===== src/rtl/alu_sequencer_if.sv =====
// Request, response and datapath signals of the ALU sequencer grouped as one bus.
// The master side is the control unit together with the ALU datapath.
// The slave side is the sequencer.
interface alu_sequencer_if;
  // Command request channel.
  logic       req_valid;
  logic       req_ready;
  logic [1:0] req_cmd;
  logic [3:0] req_a;
  logic [3:0] req_b;
  // Shared ALU datapath, which responds combinationally.
  logic [2:0] alu_op;
  logic [3:0] alu_a;
  logic [3:0] alu_b;
  logic [3:0] alu_res;
  logic       alu_cout;
  // Result response channel.
  logic       rsp_valid;
  logic       rsp_ready;
  logic [7:0] rsp_data;
  logic       rsp_cout;
  logic       rsp_zero;

  modport master (
    output req_valid, req_cmd, req_a, req_b, rsp_ready, alu_res, alu_cout,
    input  req_ready, alu_op, alu_a, alu_b, rsp_valid, rsp_data, rsp_cout, rsp_zero
  );

  modport slave (
    input  req_valid, req_cmd, req_a, req_b, rsp_ready, alu_res, alu_cout,
    output req_ready, alu_op, alu_a, alu_b, rsp_valid, rsp_data, rsp_cout, rsp_zero
  );
endinterface


===== src/rtl/alu_sequencer.sv =====
// ALU command sequencer. It accepts ADD/SUB/MUL/NEG commands and issues one micro-op
// per cycle to the shared 4-bit ALU datapath.
// Multi-pass commands keep their partial results in tmp/c1 (SUB) or acc (MUL).
// The final 8-bit result is returned on the response channel.
module alu_sequencer (
  input  logic            clk,
  input  logic            reset_n,
  input  logic            abort,
  alu_sequencer_if.slave  bus
);

  localparam logic [1:0] ST_IDLE = 2'd0;
  localparam logic [1:0] ST_EXEC = 2'd1;
  localparam logic [1:0] ST_DONE = 2'd2;

  localparam logic [1:0] CMD_ADD = 2'b00;
  localparam logic [1:0] CMD_SUB = 2'b01;
  localparam logic [1:0] CMD_MUL = 2'b10;
  localparam logic [1:0] CMD_NEG = 2'b11;

  localparam logic [2:0] OP_PASS = 3'b000;
  localparam logic [2:0] OP_NEG  = 3'b001;
  localparam logic [2:0] OP_ADD  = 3'b010;

  logic [1:0] state_q, state_d;
  logic [1:0] step_q, step_d;
  logic [1:0] cmd_q, cmd_d;
  logic [3:0] op_a_q, op_a_d;
  logic [3:0] op_b_q, op_b_d;
  logic [7:0] acc_q, acc_d;
  logic [3:0] tmp_q, tmp_d;
  logic       c1_q, c1_d;
  logic [7:0] rsp_data_q, rsp_data_d;
  logic       rsp_cout_q, rsp_cout_d;

  logic [2:0] op_c;
  logic [3:0] a_c, b_c;
  logic       last_pass;
  logic [7:0] mul_acc;

  // Shift-add step: the carry and the sum enter at the top, and the multiplier shifts out at the bottom.
  assign mul_acc = {bus.alu_cout, bus.alu_res, acc_q[3:1]};

  // Decide whether the current EXEC cycle is the final pass of the latched command.
  always_comb begin
    last_pass = 1'b1;
    case (cmd_q)
      CMD_SUB: last_pass = (step_q == 2'd1);
      CMD_MUL: last_pass = (step_q == 2'd3);
      default: last_pass = 1'b1;
    endcase
  end

  // Drive the datapath micro-op for this cycle. The datapath is held at PASS 0/0 outside EXEC.
  always_comb begin
    // NOTE: every output gets a default before the case, so no path leaves it unassigned and no latch is inferred.
    op_c = OP_PASS;
    a_c  = 4'h0;
    b_c  = 4'h0;
    if (state_q == ST_EXEC) begin
      case (cmd_q)
        CMD_ADD: begin op_c = OP_ADD; a_c = op_a_q; b_c = op_b_q; end
        CMD_NEG: begin op_c = OP_NEG; a_c = op_a_q; end
        CMD_SUB: begin
          if (step_q == 2'd0) begin op_c = OP_NEG; a_c = op_b_q; end
          else begin op_c = OP_ADD; a_c = op_a_q; b_c = tmp_q; end
        end
        default: begin
          a_c = acc_q[7:4];
          if (acc_q[0]) begin op_c = OP_ADD; b_c = op_a_q; end
        end
      endcase
    end
  end

  // Next-state logic: accept in IDLE, capture each pass in EXEC, wait for the handshake in DONE.
  always_comb begin
    state_d    = state_q;
    step_d     = step_q;
    cmd_d      = cmd_q;
    op_a_d     = op_a_q;
    op_b_d     = op_b_q;
    acc_d      = acc_q;
    tmp_d      = tmp_q;
    c1_d       = c1_q;
    rsp_data_d = rsp_data_q;
    rsp_cout_d = rsp_cout_q;
    case (state_q)
      ST_IDLE: begin
        if (bus.req_valid && !abort) begin
          cmd_d   = bus.req_cmd;
          op_a_d  = bus.req_a;
          op_b_d  = bus.req_b;
          step_d  = 2'd0;
          acc_d   = {4'h0, bus.req_b};
          state_d = ST_EXEC;
        end
      end
      ST_EXEC: begin
        if (abort) begin
          state_d = ST_IDLE;
        end else begin
          if (cmd_q == CMD_SUB && step_q == 2'd0) begin
            tmp_d = bus.alu_res;
            c1_d  = bus.alu_cout;
          end
          if (cmd_q == CMD_MUL) acc_d = mul_acc;
          if (last_pass) begin
            state_d = ST_DONE;
            case (cmd_q)
              CMD_MUL: begin rsp_data_d = mul_acc; rsp_cout_d = 1'b0; end
              CMD_SUB: begin rsp_data_d = {4'h0, bus.alu_res}; rsp_cout_d = c1_q | bus.alu_cout; end
              default: begin rsp_data_d = {4'h0, bus.alu_res}; rsp_cout_d = bus.alu_cout; end
            endcase
          end else begin
            step_d = step_q + 2'd1;
          end
        end
      end
      ST_DONE: begin
        if (abort || bus.rsp_ready) state_d = ST_IDLE;
      end
      default: state_d = ST_IDLE;
    endcase
  end

  // State and datapath registers. An asynchronous reset clears everything to zero.
  always_ff @(posedge clk or negedge reset_n) begin
    if (!reset_n) begin
      state_q    <= ST_IDLE;
      step_q     <= 2'd0;
      cmd_q      <= 2'd0;
      op_a_q     <= 4'h0;
      op_b_q     <= 4'h0;
      acc_q      <= 8'h00;
      tmp_q      <= 4'h0;
      c1_q       <= 1'b0;
      rsp_data_q <= 8'h00;
      rsp_cout_q <= 1'b0;
    end else begin
      // NOTE: non-blocking assignments make every register sample its pre-edge value, so the order of these statements does not matter.
      state_q    <= state_d;
      step_q     <= step_d;
      cmd_q      <= cmd_d;
      op_a_q     <= op_a_d;
      op_b_q     <= op_b_d;
      acc_q      <= acc_d;
      tmp_q      <= tmp_d;
      c1_q       <= c1_d;
      rsp_data_q <= rsp_data_d;
      rsp_cout_q <= rsp_cout_d;
    end
  end

  assign bus.req_ready = (state_q == ST_IDLE);
  assign bus.rsp_valid = (state_q == ST_DONE);
  assign bus.rsp_data  = rsp_data_q;
  assign bus.rsp_cout  = rsp_cout_q;
  assign bus.rsp_zero  = (rsp_data_q == 8'h00);
  assign bus.alu_op    = op_c;
  assign bus.alu_a     = a_c;
  assign bus.alu_b     = b_c;

endmodule


===== src/flat_wrapper.sv =====
// flat-port wrapper written by rule: the top's interface ports become plain ports
module alu_sequencer_flat 
  (clk, reset_n, abort, bus_req_valid, bus_req_cmd, bus_req_a, bus_req_b, bus_rsp_ready, bus_alu_res, bus_alu_cout, bus_req_ready, bus_alu_op, bus_alu_a, bus_alu_b, bus_rsp_valid, bus_rsp_data, bus_rsp_cout, bus_rsp_zero);
  alu_sequencer_if bus_i ();
  input  logic clk;
  input  logic reset_n;
  input  logic abort;
  input wire logic [$bits(bus_i.req_valid)-1:0] bus_req_valid;
  input wire logic [$bits(bus_i.req_cmd)-1:0] bus_req_cmd;
  input wire logic [$bits(bus_i.req_a)-1:0] bus_req_a;
  input wire logic [$bits(bus_i.req_b)-1:0] bus_req_b;
  input wire logic [$bits(bus_i.rsp_ready)-1:0] bus_rsp_ready;
  input wire logic [$bits(bus_i.alu_res)-1:0] bus_alu_res;
  input wire logic [$bits(bus_i.alu_cout)-1:0] bus_alu_cout;
  output wire logic [$bits(bus_i.req_ready)-1:0] bus_req_ready;
  output wire logic [$bits(bus_i.alu_op)-1:0] bus_alu_op;
  output wire logic [$bits(bus_i.alu_a)-1:0] bus_alu_a;
  output wire logic [$bits(bus_i.alu_b)-1:0] bus_alu_b;
  output wire logic [$bits(bus_i.rsp_valid)-1:0] bus_rsp_valid;
  output wire logic [$bits(bus_i.rsp_data)-1:0] bus_rsp_data;
  output wire logic [$bits(bus_i.rsp_cout)-1:0] bus_rsp_cout;
  output wire logic [$bits(bus_i.rsp_zero)-1:0] bus_rsp_zero;
  assign bus_i.req_valid = bus_req_valid;
  assign bus_i.req_cmd = bus_req_cmd;
  assign bus_i.req_a = bus_req_a;
  assign bus_i.req_b = bus_req_b;
  assign bus_i.rsp_ready = bus_rsp_ready;
  assign bus_i.alu_res = bus_alu_res;
  assign bus_i.alu_cout = bus_alu_cout;
  assign bus_req_ready = bus_i.req_ready;
  assign bus_alu_op = bus_i.alu_op;
  assign bus_alu_a = bus_i.alu_a;
  assign bus_alu_b = bus_i.alu_b;
  assign bus_rsp_valid = bus_i.rsp_valid;
  assign bus_rsp_data = bus_i.rsp_data;
  assign bus_rsp_cout = bus_i.rsp_cout;
  assign bus_rsp_zero = bus_i.rsp_zero;
  alu_sequencer u_core (.clk(clk), .reset_n(reset_n), .abort(abort), .bus(bus_i));
endmodule

===== config.mk =====
export PLATFORM = sky130hd
export DESIGN_NAME = alu_sequencer_flat
export DESIGN_NICKNAME = d
export VERILOG_FILES = /design/src/rtl/alu_sequencer_if.sv /design/src/rtl/alu_sequencer.sv /design/src/flat_wrapper.sv
export SDC_FILE = /design/constraint.sdc
export NUM_CORES = 1
export LEC_CHECK = 0
export CORE_ASPECT_RATIO = 1.75
export CORE_MARGIN = 2
export CORE_UTILIZATION = 25
export CTS_CLUSTER_DIAMETER = 40
export DETAILED_ROUTE_END_ITERATION = 10
export PLACE_DENSITY = 0.57
export SYNTH_ARGS = -nofsm -noshare
export SYNTH_HDL_FRONTEND = slang
export SYNTH_SLANG_ARGS = --single-unit

===== constraint.sdc =====
create_clock -name clk -period 2.6 [get_ports clk]
set_clock_uncertainty 0.1 [all_clocks]
set_input_delay 0.52 -clock clk [delete_from_list [all_inputs] [get_ports clk]]
set_output_delay 0.52 -clock clk [all_outputs]
set_load 0.05 [all_outputs]

==> Word-level counts from Yosys, hierarchy flattened <==
Cells that the tools add are included.
{ "word_totals": {"mem_bits_rw": 0, "romBits": 0, "inputBits": 20, "n_memories": 0, "latchBits": 0, "regBits": 36} }
{ "op_classes": {"order_cmp": 0, "mux": 27, "eq_ne": 13, "addsub": 1, "reduce_logical": 16, "bitwise_logic": 2, "div_mod_pow": 0, "multipliers": 0, "shifts": 0} }
{ "ops": {"columns": ["op", "n"], "rows": [
  ["8-bit 2-to-1 mux", 4],
  ["4-bit 2-to-1 mux", 5],
  ["2-bit 2-to-1 mux", 9],
  ["8-bit case mux with 2 select lines", 1],
  ["4-bit case mux with 3 select lines", 1],
  ["3-bit case mux with 3 select lines", 1],
  ["3-bit AND reduction", 3],
  ["2-bit == test (second input constant)", 4],
  ["8-bit logical NOT", 1],
  ["4-bit case mux with 2 select lines", 1],
  ["4-bit AND reduction", 2],
  ["2-bit by 1-bit == test with 1-bit output (second input constant)", 3],
  ["2-bit logical NOT", 3],
  ["2-bit != test (second input constant)", 3],
  ["2-bit case mux with 3 select lines", 1],
  ["2-bit by 1-bit != test with 1-bit output (second input constant)", 2],
  ["1-bit case mux with 2 select lines", 2],
  ["2-bit case mux with 2 select lines", 1],
  ["3-bit 2-to-1 mux", 1],
  ["3-bit by 2-bit != test with 1-bit output (second input constant)", 1],
  ["2-bit by 1-bit adder with 2-bit output (second input constant)", 1],
  ["1-bit logical AND", 2],
  ["2-bit AND reduction", 1],
  ["2-bit nonzero test", 1],
  ["5 further kinds", 5]
]} }

==> Depth between registers and ports, before layout <==
Gate-level depths: netlist (run 1).
{ "logic_depth": {"word_depth": 5, "depth_mapped": 6, "ltp_nobuf": 5} }

==> Least setup slack after synthesis (run 1) <==
Ideal clock, no wire load.
{ "synth_path": {"path_kind": "reg2out", "from": "register u_core.step_q[0]", "to": "output bus_alu_b[0]", "path_stages_with_launch": 7, "n_path_buf": 1, "t_required_ns": 1.980, "arrival_ns": 1.979, "setup_slack_ns": 0.001, "cell_sequence": "dfrtp_1 -> inv_1 -> ha_1 -> clkbuf_1 -> nand3b_1 -> a21o_1 -> a21oi_1"} }
{ "synth_via": {"elab_chain_cells": 4} }
{ "synth_lines": {"columns": ["item", "line_no", "text"], "rows": [
  ["start: declaration", "alu_sequencer.sv:26", "logic [1:0] step_q, step_d;"],
  ["start signal: assignment", "alu_sequencer.sv:143", "step_q <= step_d;"],
  ["2-bit logical NOT", "alu_sequencer.sv:65", "if (step_q == 2'd0) begin op_c = OP_NEG; a_c = op_b_q; end"],
  ["4-bit 2-to-1 mux", "alu_sequencer.sv:65", null],
  ["4-bit case mux with 3 select lines", "alu_sequencer.sv:61", "case (cmd_q)"],
  ["4-bit 2-to-1 mux", "alu_sequencer.sv:60", "if (state_q == ST_EXEC) begin"],
  ["end: declaration", "flat_wrapper.sv:18", "output wire logic [$bits(bus_i.alu_b)-1:0] bus_alu_b;"]
]} }
Every way passes these cells.

==> Worst setup path after layout (run 1) <==
{ "layout_path": {"from": "register u_core.step_q[1]", "to": "output bus_alu_a[2]"} }
{ "layout_via": {"elab_chain_cells": 4} }
{ "layout_lines": {"columns": ["item", "line_no", "text"], "rows": [
  ["2-bit logical NOT", "alu_sequencer.sv:65", null],
  ["4-bit 2-to-1 mux", "alu_sequencer.sv:65", null],
  ["4-bit case mux with 2 select lines", "alu_sequencer.sv:61", null],
  ["4-bit 2-to-1 mux", "alu_sequencer.sv:60", null],
  ["end: declaration", "flat_wrapper.sv:17", "output wire logic [$bits(bus_i.alu_a)-1:0] bus_alu_a;"]
]} }
Every way passes these cells.

==> results of run 1 <==
-- per-layer routing --
metal	vias up	part of all wire
met5	-	0
met4	0	0.040
met3	11	0.032
met2	34	0.55
met1	798	0.38
li1	811	-
-- timing repair --
item	4_1_cts	5_1_grt
endpoints found under the setup margin	4	9
setup buffers	0	1
gates resized for setup	2	4
-- layout by cell type, fill, tap and decap left out, types with 4 or more instances in the layout --
cell,n
clkdlybuf4s50_1,30
buf_12,7
mux2i_1,6
nand3b_1,4
o31ai_1,4
clkbuf_16,5
nand2_1,18
a21oi_1,10
a21o_1,4
inv_1,14
o21ai_0,11
dfrtp_1,36
buf_4,15
nor2_1,8
mux2_2,34
nand3_1,5
-- worst paths after layout --
check | to | depth (start not counted) | from
worst min register to register | u_core.acc_q[4] | 2 | u_core.acc_q[4]
worst min-delay path | u_core.acc_q[4] | 2 | u_core.acc_q[4]
min in group asynchronous | u_core.acc_q[2] | 2 | reset_n
max in group asynchronous | u_core.op_a_q[0] | 2 | reset_n
worst max register to register | u_core.tmp_q[0] | 3 | u_core.state_q[1]
worst max-delay path | bus_alu_a[2] | 6 | u_core.step_q[1]
-- critical path: cells and delay by family (launching register included) --
family	cells	cell delay [ns]
buffers and inverters	2	0.32
and+or+nand+nor	1	0.09
DFF	1	0.42
adders and majority gates	1	0.21
muxes	1	0.34
AOI/OAI and AO/OA	1	0.26
-- sequential cells by signal, summed over array words and instances (netlist names) --
name                 cells
u_core.acc_q             8
u_core.bus.rsp_data      8
u_core.op_a_q            4
u_core.op_b_q            4
u_core.tmp_q             4
u_core.cmd_q             2
u_core.state_q           2
u_core.step_q            2
u_core.bus.rsp_cout      1
u_core.c1_q              1
-- through the flow --
step           cells  utilization
2_1_floorplan    199            -
3_3_place_gp     332        0.328
3_5_place_dp     332        0.328
4_1_cts          340        0.347
5_1_grt          341        0.350
6_report         341        0.350
-- logic make-up after synthesis --
group                    after synthesis  synth area share
XOR/XNOR                               1           0.00416
AND/OR/NAND/NOR                       51             0.139
adder cells (fa/ha/maj)                6            0.0356
buffers and inverters                 24            0.0534
AO/OA/AOI/OAI                         40             0.128
multiplexers                          40             0.210
other                                  1           0.00178
flip-flops                            36             0.428
-- Yosys cell counts, types with 3 or more instances --
cell	count
dfrtp_1	36
mux2_2	34
nor2_1	8
nand2_1	18
a21oi_1	11
nand3b_1	4
o31ai_1	4
o21ai_0	11
a21o_1	4
mux2i_1	6
buf_2	3
ha_1	6
inv_1	14
buf_4	3
a221oi_1	4
nand3_1	5
-- area by class of cell --
type / instances / share of cell area
clock buffer: 5 / 0.0433
timing repair buffer: 52 / 0.192
inverter: 14 / 0.0182
multi-input combinational: 139 / 0.388
clock inverter: 3 / 0.00650
tap: 92 / 0.0399
sequential: 36 / 0.312
-- power by group --
part | internal, mW | switching, mW
Sequential | 0.789 | 0.197
Combinational | 0.770 | 0.967
Clock | 0.352 | 0.229
==> results.txt, run 1 <==
Status -> complete, no violations
Maximum clock rate -> 394 MHz
Final Hold Fails -> 0
Setup TNS -> 0 ns
Met3 GRT Util -> 0.0201
I/O pin total -> 43
Total power draw -> 3.30 mW
Initial Util -> 0.255
DRC -> 0
Total CTS buffers -> 5
Avg Synthesized Cell Area -> 10.6 sq um
Final min period -> 2.54 ns
Share of post-route cells with drive strength above 1 -> 0.301
Endpoints failing setup -> 0
Cell count after synthesis -> 199
Maximum fanout along the worst path -> 9
Routing usage on met1 -> 0.142
Area contributors post-synth -> dfrtp_1 43%, mux2_2 18%, ha_1 3.6%
Yosys top cell area share -> 0.428
Die Ht -> 125 um
Worst VDD drop -> 0.327 mV
Die W -> 73.4 um
Leakage power -> 1.20 nW
Leading area contributor after synthesis -> dfrtp_1
Req. time, crit path -> 1.98 ns
Total grt overflow -> 0
Die Area -> 9210 sq um
Commonest register cell after synthesis -> dfrtp_1
Synth warn -> 0
Worst slew pin tran -> 0.515 ns
Sequential area share after synthesis -> 0.428
Clock latency on the worst-skew pair -> 0.28 ns
Crit path capture type -> primary output
CP peak stage delay -> 0.42 ns
Placement Setup Slack -> 0.187 ns
# clock sinks -> 36
Initial antenna violation count -> 0
Worst EP arrival -> 1.92 ns
Placed cell areas -> 2710 sq um
Final ANT Viol Nets -> 0
Power density cells -> 1140 nW/um^2
Vias in the first global route -> 1772
Critical path class -> flop to primary output
Wire per inst -> 15.7 um
CP max stage cell -> dfrtp_1
Worst-path cell chain -> inv_1 -> ha_4 -> mux2_2 -> a221oi_1 -> nor2_1 -> buf_4
Startpoint types -> flop
Gr usage total -> 0.126
M2 GR Usage -> 0.216
Footprint of the multi-input gates -> 1120 sq um
FF+latch count, synth -> 36
Register Area -> 901 sq um
Site Rows -> 44
Setup ws final -> 0.0601 ns
Filler cells -> 852
Clk root buf -> clkbuf_16
Via Count -> 1654
Final worst path period share -> 0.977
ANT cells -> 0
WL final -> 5340 um
Number of synthesized flops with an enable pin -> 0
CTS tree -> built
Final instance area -> 2890 sq um
Quantity of I/O buffers inserted on ports -> 41
GR peak layer -> met2
Pin count of the biggest net entering global routing -> 37
DP HPWL -> 4130 um
Syn_nets -> 225
Synth Cell Area -> 2110 sq um
First-pass GRT wire length -> 8960 um
Post-synth ARST share -> 1.00
Slew Limit Fails -> 0
Post-CTS Hold Buffers -> 0
Hold Crit Class -> flop to flop
RePlAce Congestion -> 0.849
Internal reg-to-reg setup slack -> 0.57 ns
Core Area -> 8260 sq um
Initial DRC count -> 51
Max H-tree Level -> 2
Clock-pin slew on the worst setup and hold paths -> 0.05 ns
Distinct cells, synth -> 41
Max Root-Sink Buffers -> 2
Vias per cell -> 4.85
Layout area overhead -> 37.0%
Hold Slack -> 0.406 ns
Max cap viols -> 0
TritonRoute pass-1 iters -> 4
Headroom to the max-slew limit -> 0.656
Final nets -> 274
No activity file was read; power rests on OpenSTA's default activity.
==> run 2: changes to the inputs <==
==> constraint.sdc (replaced) <==
create_clock -name clk -period 3 [get_ports clk]
set_clock_uncertainty 0.1 [all_clocks]
set_input_delay 0.6 -clock clk [delete_from_list [all_inputs] [get_ports clk]]
set_output_delay 0.6 -clock clk [all_outputs]
set_load 0.05 [all_outputs]
==> run 2 against run 1 <==
Die area unchanged. Critical path depth down 3. Sequential power is 12% lower. Hold slack got worse by 0.0069 ns. Global-route usage fell by 0.16 points. Combinational power fell by 21%. Non-clock buffer count is 6 lower. Largest power group unchanged. Via count shrank 1.2%.
==> results.txt, run 2 (synthesized netlist as in run 1, its figures left out) <==
Worst EP arrival -> 2.08 ns (+0.16 ns)
Worst slew pin tran -> 0.510 ns (-0.00515 ns)
ANT cells -> 0 (unchanged)
Total CTS buffers -> 5 (unchanged)
Gr usage total -> 0.125 (-0.00155)
Site Rows -> 44 (unchanged)
Setup TNS -> 0 ns (unchanged)
Top delay family on crit path -> buffers and inverters
Share of post-route cells with drive strength above 1 -> 0.263 (-0.0378)
DRC -> 0 (unchanged)
RePlAce Congestion -> 0.751 (-12%)
Final worst path period share -> 0.928
Vias per cell -> 4.88 (+0.56%)
Clk root buf -> clkbuf_16
Die Ht -> 125 um (unchanged)
Hold Slack -> 0.399 ns (-0.00695 ns)
Status -> complete, no violations
Crit path capture type -> primary output
Final nets -> 268 (-2.2%)
Clock latency on the worst-skew pair -> 0.28 ns (about the same)
Hold Crit Class -> flop to flop
Slew Limit Fails -> 0 (unchanged)
Via Count -> 1634 (-1.2%)
Initial antenna violation count -> 0 (unchanged)
Internal reg-to-reg setup slack -> 0.89 ns (+0.32 ns)
Min-Delay Startpoint -> u_core.acc_q[4]
# clock sinks -> 36 (unchanged)
Metal2 WL -> 2870 um (-1.6%)
Metal3 WL -> 155 um (-10%)
Die W -> 73.4 um (unchanged)
Core Area -> 8260 sq um (unchanged)
Startpoint types -> flop
Critical path class -> flop to primary output
Layout area overhead -> 33.3%
Total grt overflow -> 0 (unchanged)
DP HPWL -> 4030 um (-2.4%)
Worst Hold Path EP -> u_core.acc_q[4]
Max Root-Sink Buffers -> 2 (unchanged)
Clock-pin slew on the worst setup and hold paths -> 0.06 ns (about the same)
Initial DRC count -> 87 (+71%)
Pin count of the biggest net entering global routing -> 37 (unchanged)
Final Hold Fails -> 0 (unchanged)
Maximum clock rate -> 359 MHz
Most common cell after layout, fill and taps aside -> dfrtp_1
CTS tree -> built
Postcts setup bufs -> 0 (unchanged)
Endpoints failing setup -> 0 (unchanged)
DRT met1 WL -> 2080 um (+2.4%)
Worst-path cell chain -> or4_1 -> nor2_1 -> clkdlybuf4s50_1
Req. time, crit path -> 2.30 ns (+0.32 ns)
Highest routing layer actually used -> met4
Quantity of I/O buffers inserted on ports -> 41 (unchanged)
R2r endpoint -> u_core.tmp_q[1]
Headroom to the max-slew limit -> 0.659 (+0.00345)
Most frequent cells in the layout -> 36 x dfrtp_1, 34 x mux2_2, 31 x clkdlybuf4s50_1, 18 x nand2_1, 14 x inv_1
Vias in the first global route -> 1705 (-3.8%)
Maximum fanout along the worst path -> 3 (-6)
FF-to-FF path depth -> 3 (unchanged)
TritonRoute pass-1 iters -> 4 (unchanged)
Max H-tree Level -> 2 (unchanged)
RSZ-0062 raised after global routing -> no
Power density cells -> 1030 nW/um^2 (-10%)
I/O pin total -> 43 (unchanged)
WL final -> 5210 um (-2.4%)
Worst VDD drop -> 0.290 mV (-11%)
Buf/Inv on CP -> 1 (-1)
Levels on crit path -> 3 (-3)
Hold path depth -> 2 (unchanged)
CP max stage cell -> clkdlybuf4s50_1
CP peak stage delay -> 0.81 ns (+0.39 ns)
Critical R2R Launch -> u_core.state_q[0]
Final ANT Viol Nets -> 0 (unchanged)
Die Area -> 9210 sq um (unchanged)
Initial Util -> 0.255 (unchanged)
Final min period -> 2.78 ns
Total power draw -> 2.88 mW (-13%)
First-pass GRT wire length -> 8870 um (-1.1%)
Max cap viols -> 0 (unchanged)
Leakage power -> 1.17 nW (-2.2%)
Wire per inst -> 15.6 um (-0.61%)
run 2: worst reg2reg max path, delay by kind of cell (launching register included):
kind	cells	cell delay (ns)
mux	1	0.40
flops	1	0.60
simple gates	2	0.90
run 2: area by class of cell:
cell class	count	area [sq um]
tap	92	115
fill	855	5450
clock inverter	1	30.0
inverter	14	52.6
sequential	36	901
multi-input combinational	139	1100
timing repair buffer	46	460
clock buffer	7	153
run 2: repair_timing:
action	in CTS	in global routing
endpoints found under the setup margin	0	4
hold buffers	0	0
hold endpoints to repair	0	0
gates resized for setup	0	1
run 2: through the flow:
step | setup WS, ns | utilization | cells | area (sq um)
finish | 0.217 | 0.340 | 335 | 2810
global route | 0.0404 | 0.340 | 335 | 2810
CTS | 0.100 | 0.340 | 335 | 2810
detailed placement | 0.420 | 0.318 | 327 | 2620
global placement | 0.475 | 0.318 | 327 | 2620
floorplan | 0.321 | - | 199 | 2110
run 2: worst max-delay path by stage:
stage                           startpoint      endpoint  slack [ns]
floorplan                 u_core.step_q[0]  bus_alu_b[0]        0.32
global placement          u_core.step_q[0]  bus_alu_a[1]        0.47
detailed placement        u_core.step_q[0]  bus_alu_a[2]        0.42
CTS                       u_core.step_q[0]  bus_alu_a[2]        0.10
global route              u_core.step_q[0]  bus_alu_a[3]        0.04
finish              u_core.bus.rsp_data[1]  bus_rsp_zero        0.22
run 2: report_power, final:
part | leakage, nW | internal [mW] | switching (mW)
sequential | 0.448 | 0.683 | 0.186
clock | 0.0901 | 0.437 | 0.194
combinational | 0.633 | 0.586 | 0.792
run 2: routing by layer:
layer | vias to the layer above | global-route usage
li1 | 792 | -
met1 | 805 | 0.143
met2 | 30 | 0.223
met3 | 7 | 0.0210
met4 | 0 | 0.0492
met5 | - | 0
==> run 3: changes to the inputs <==
--- a/config.mk
+++ b/config.mk
@@ -11,6 +11,7 @@
 export CTS_CLUSTER_DIAMETER = 40
 export DETAILED_ROUTE_END_ITERATION = 10
 export PLACE_DENSITY = 0.57
+export SETUP_SLACK_MARGIN = 0.4
 export SYNTH_ARGS = -nofsm -noshare
 export SYNTH_HDL_FRONTEND = slang
 export SYNTH_SLANG_ARGS = --single-unit
==> run 3 against run 2 <==
Worst setup slack better by 0.23 ns. Design area grew 0.31%. Combinational power increased by 5%. Critical path type unchanged. Critical endpoint is now bus_alu_a[3]. Largest cell class unchanged. Largest power group unchanged.
==> results.txt, run 3 (synthesized netlist as in run 1, its figures left out) <==
Leakage power -> 1.16 nW (-0.81%)
Power density cells -> 1000 nW/um^2 (-2.1%)
RSZ-0062 raised after global routing -> yes
FF-to-FF path depth -> 5 (+2)
Final instance area -> 2820 sq um (+0.31%)
Crit path capture type -> primary output
Die W -> 73.4 um (unchanged)
Site Rows -> 44 (unchanged)
Hold path depth -> 2 (unchanged)
Total grt overflow -> 0 (unchanged)
Headroom to the max-slew limit -> 0.662 (+0.00293)
Fin cells -> 337 (+0.60%)
Worst EP arrival -> 1.86 ns (-0.22 ns)
Layout area overhead -> 33.7%
Min-Delay Startpoint -> u_core.acc_q[7]
Most frequent cells in the layout -> 35 x dfrtp_1, 34 x mux2_2, 30 x clkdlybuf4s50_1, 18 x nand2_1, 16 x buf_4
Initial Util -> 0.255 (unchanged)
Initial antenna violation count -> 0 (unchanged)
Wire per inst -> 15.5 um (-0.35%)
Slew Limit Fails -> 0 (unchanged)
Met3 GRT Util -> 0.0193 (-0.00161)
Via Count -> 1643 (+0.55%)
Internal reg-to-reg setup slack -> 0.96 ns (+0.07 ns)
Startpoint types -> flop
Core Area -> 8260 sq um (unchanged)
Setup ws final -> 0.444 ns (+0.226 ns)
Total CTS buffers -> 5 (unchanged)
Share of post-route cells with drive strength above 1 -> 0.327 (+0.0632)
Placed cell areas -> 2610 sq um (-0.38%)
First-pass GRT wire length -> 8550 um (-3.6%)
Most common cell after layout, fill and taps aside -> dfrtp_1
Endpoints failing setup -> 0 (unchanged)
Maximum clock rate -> 391 MHz (+8.9%)
Final min period -> 2.56 ns (-0.226 ns)
Setup TNS -> 0 ns (unchanged)
Status -> complete, no violations
Final Hold Fails -> 0 (unchanged)
Placement Setup Slack -> 0.442 ns (+0.0224 ns)
I/O pin total -> 43 (unchanged)
Inst Count DP -> 327 (unchanged)
ANT cells -> 0 (unchanged)
Gr usage total -> 0.121 (-0.00375)
Clock latency on the worst-skew pair -> 0.28 ns (about the same)
Max H-tree Level -> 2 (unchanged)
Final worst path period share -> 0.852 (-0.0755)
Critical R2R Launch -> u_core.cmd_q[0]
Die Area -> 9210 sq um (unchanged)
WL final -> 5230 um (+0.25%)
# clock sinks -> 36 (unchanged)
CTS tree -> built
Pin count of the biggest net entering global routing -> 37 (unchanged)
Worst VDD drop -> 0.296 mV (+2.0%)
GR peak layer -> met2
Max cap viols -> 0 (unchanged)
Routing usage on met1 -> 0.132 (-0.0108)
TritonRoute pass-1 iters -> 4 (unchanged)
DRC -> 0 (unchanged)
Clock-pin slew on the worst setup and hold paths -> 0.05 ns (about the same)
Filler cells -> 839 (-1.9%)
Hold Crit Class -> flop to flop
R2r endpoint -> u_core.bus.rsp_cout
Max Root-Sink Buffers -> 2 (unchanged)
Critical path class -> flop to primary output
DP HPWL -> 3950 um (-2.0%)
Final ANT Viol Nets -> 0 (unchanged)
Vias per cell -> 4.88 (about the same)
Req. time, crit path -> 2.30 ns (about the same)
RePlAce Congestion -> 0.792 (+5.5%)
Worst slew pin tran -> 0.506 ns (-0.00438 ns)
Clk root buf -> clkbuf_16
Final nets -> 270 (+0.75%)
Quantity of I/O buffers inserted on ports -> 41 (unchanged)
Vias in the first global route -> 1673 (-1.9%)
Die Ht -> 125 um (unchanged)
M2 GR Usage -> 0.214 (-0.00901)
Initial DRC count -> 53 (-39%)
Worst Hold Path EP -> u_core.acc_q[7]
Maximum fanout along the worst path -> 7 (+4)
run 3: cell types whose count changed in the layout (fill, tap and decap cells not counted), sizes merged:
cell           before  now
clkinv              0    3
clkdlybuf4s50      31   30
dlygate4sd2         0    1
clkbuf              7    5
bufinv              1    0
buf                15   17
run 3: worst max-delay path by stage:
stage | from | to | slack, ns | cells after the start
after global routing | u_core.step_q[1] | bus_alu_a[3] | 0.34 | 6
after global placement | u_core.step_q[0] | bus_alu_a[1] | 0.47 | 6
after floorplan | u_core.step_q[0] | bus_alu_a[0] | 0.43 | 6
final | u_core.step_q[1] | bus_alu_a[3] | 0.44 | 6
after detailed placement | u_core.step_q[0] | bus_alu_a[1] | 0.44 | 6
after CTS | u_core.cmd_q[1] | bus_alu_b[1] | 0.41 | 6
run 3: power breakdown:
| group | switching [mW] | internal, mW |
|---|---|---|
| combinational | 0.816 | 0.637 |
| sequential | 0.184 | 0.685 |
| clock | 0.200 | 0.306 |
run 3: metrics by stage:
step	hold WS, ns	util	total power, mW
after floorplan	0.204	-	1.83
after global placement	0.390	0.316	2.24
after detailed placement	0.394	0.316	2.25
after CTS	0.407	0.338	2.84
after global routing	0.419	0.341	3.00
final	0.403	0.341	2.83
run 3: per-layer routing:
metal  up-vias  part of all wire
li1        801                 -
met1       786              0.39
met2        43              0.53
met3        13             0.042
met4         0             0.039
met5         -                 0
run 3: area by class of cell:
type                            count  area (sq um)  area share
Clock buffer                        5           125      0.0444
Clock inverter                      3          18.8     0.00666
Inverter                           14          52.6      0.0187
Multi-Input combinational cell    139          1150       0.410
Sequential cell                    36           902       0.320
Tap cell                           92           115      0.0409
Timing Repair Buffer               48           449       0.159
run 3: critical path, cell delays in order (launching register included):
cell and delay, ns:
dfrtp_1 0.41, inv_2 0.10, ha_4 0.19, mux2_2 0.34
a221oi_1 0.25, nor2_1 0.09, buf_4 0.19
run 3: repair_timing:
action | in CTS | in global routing
gates resized for setup | 8 | 7
pin swaps | 1 | 0
hold buffers | 0 | 0
setup endpoints to repair | 10 | 10
setup buffers | 1 | 1
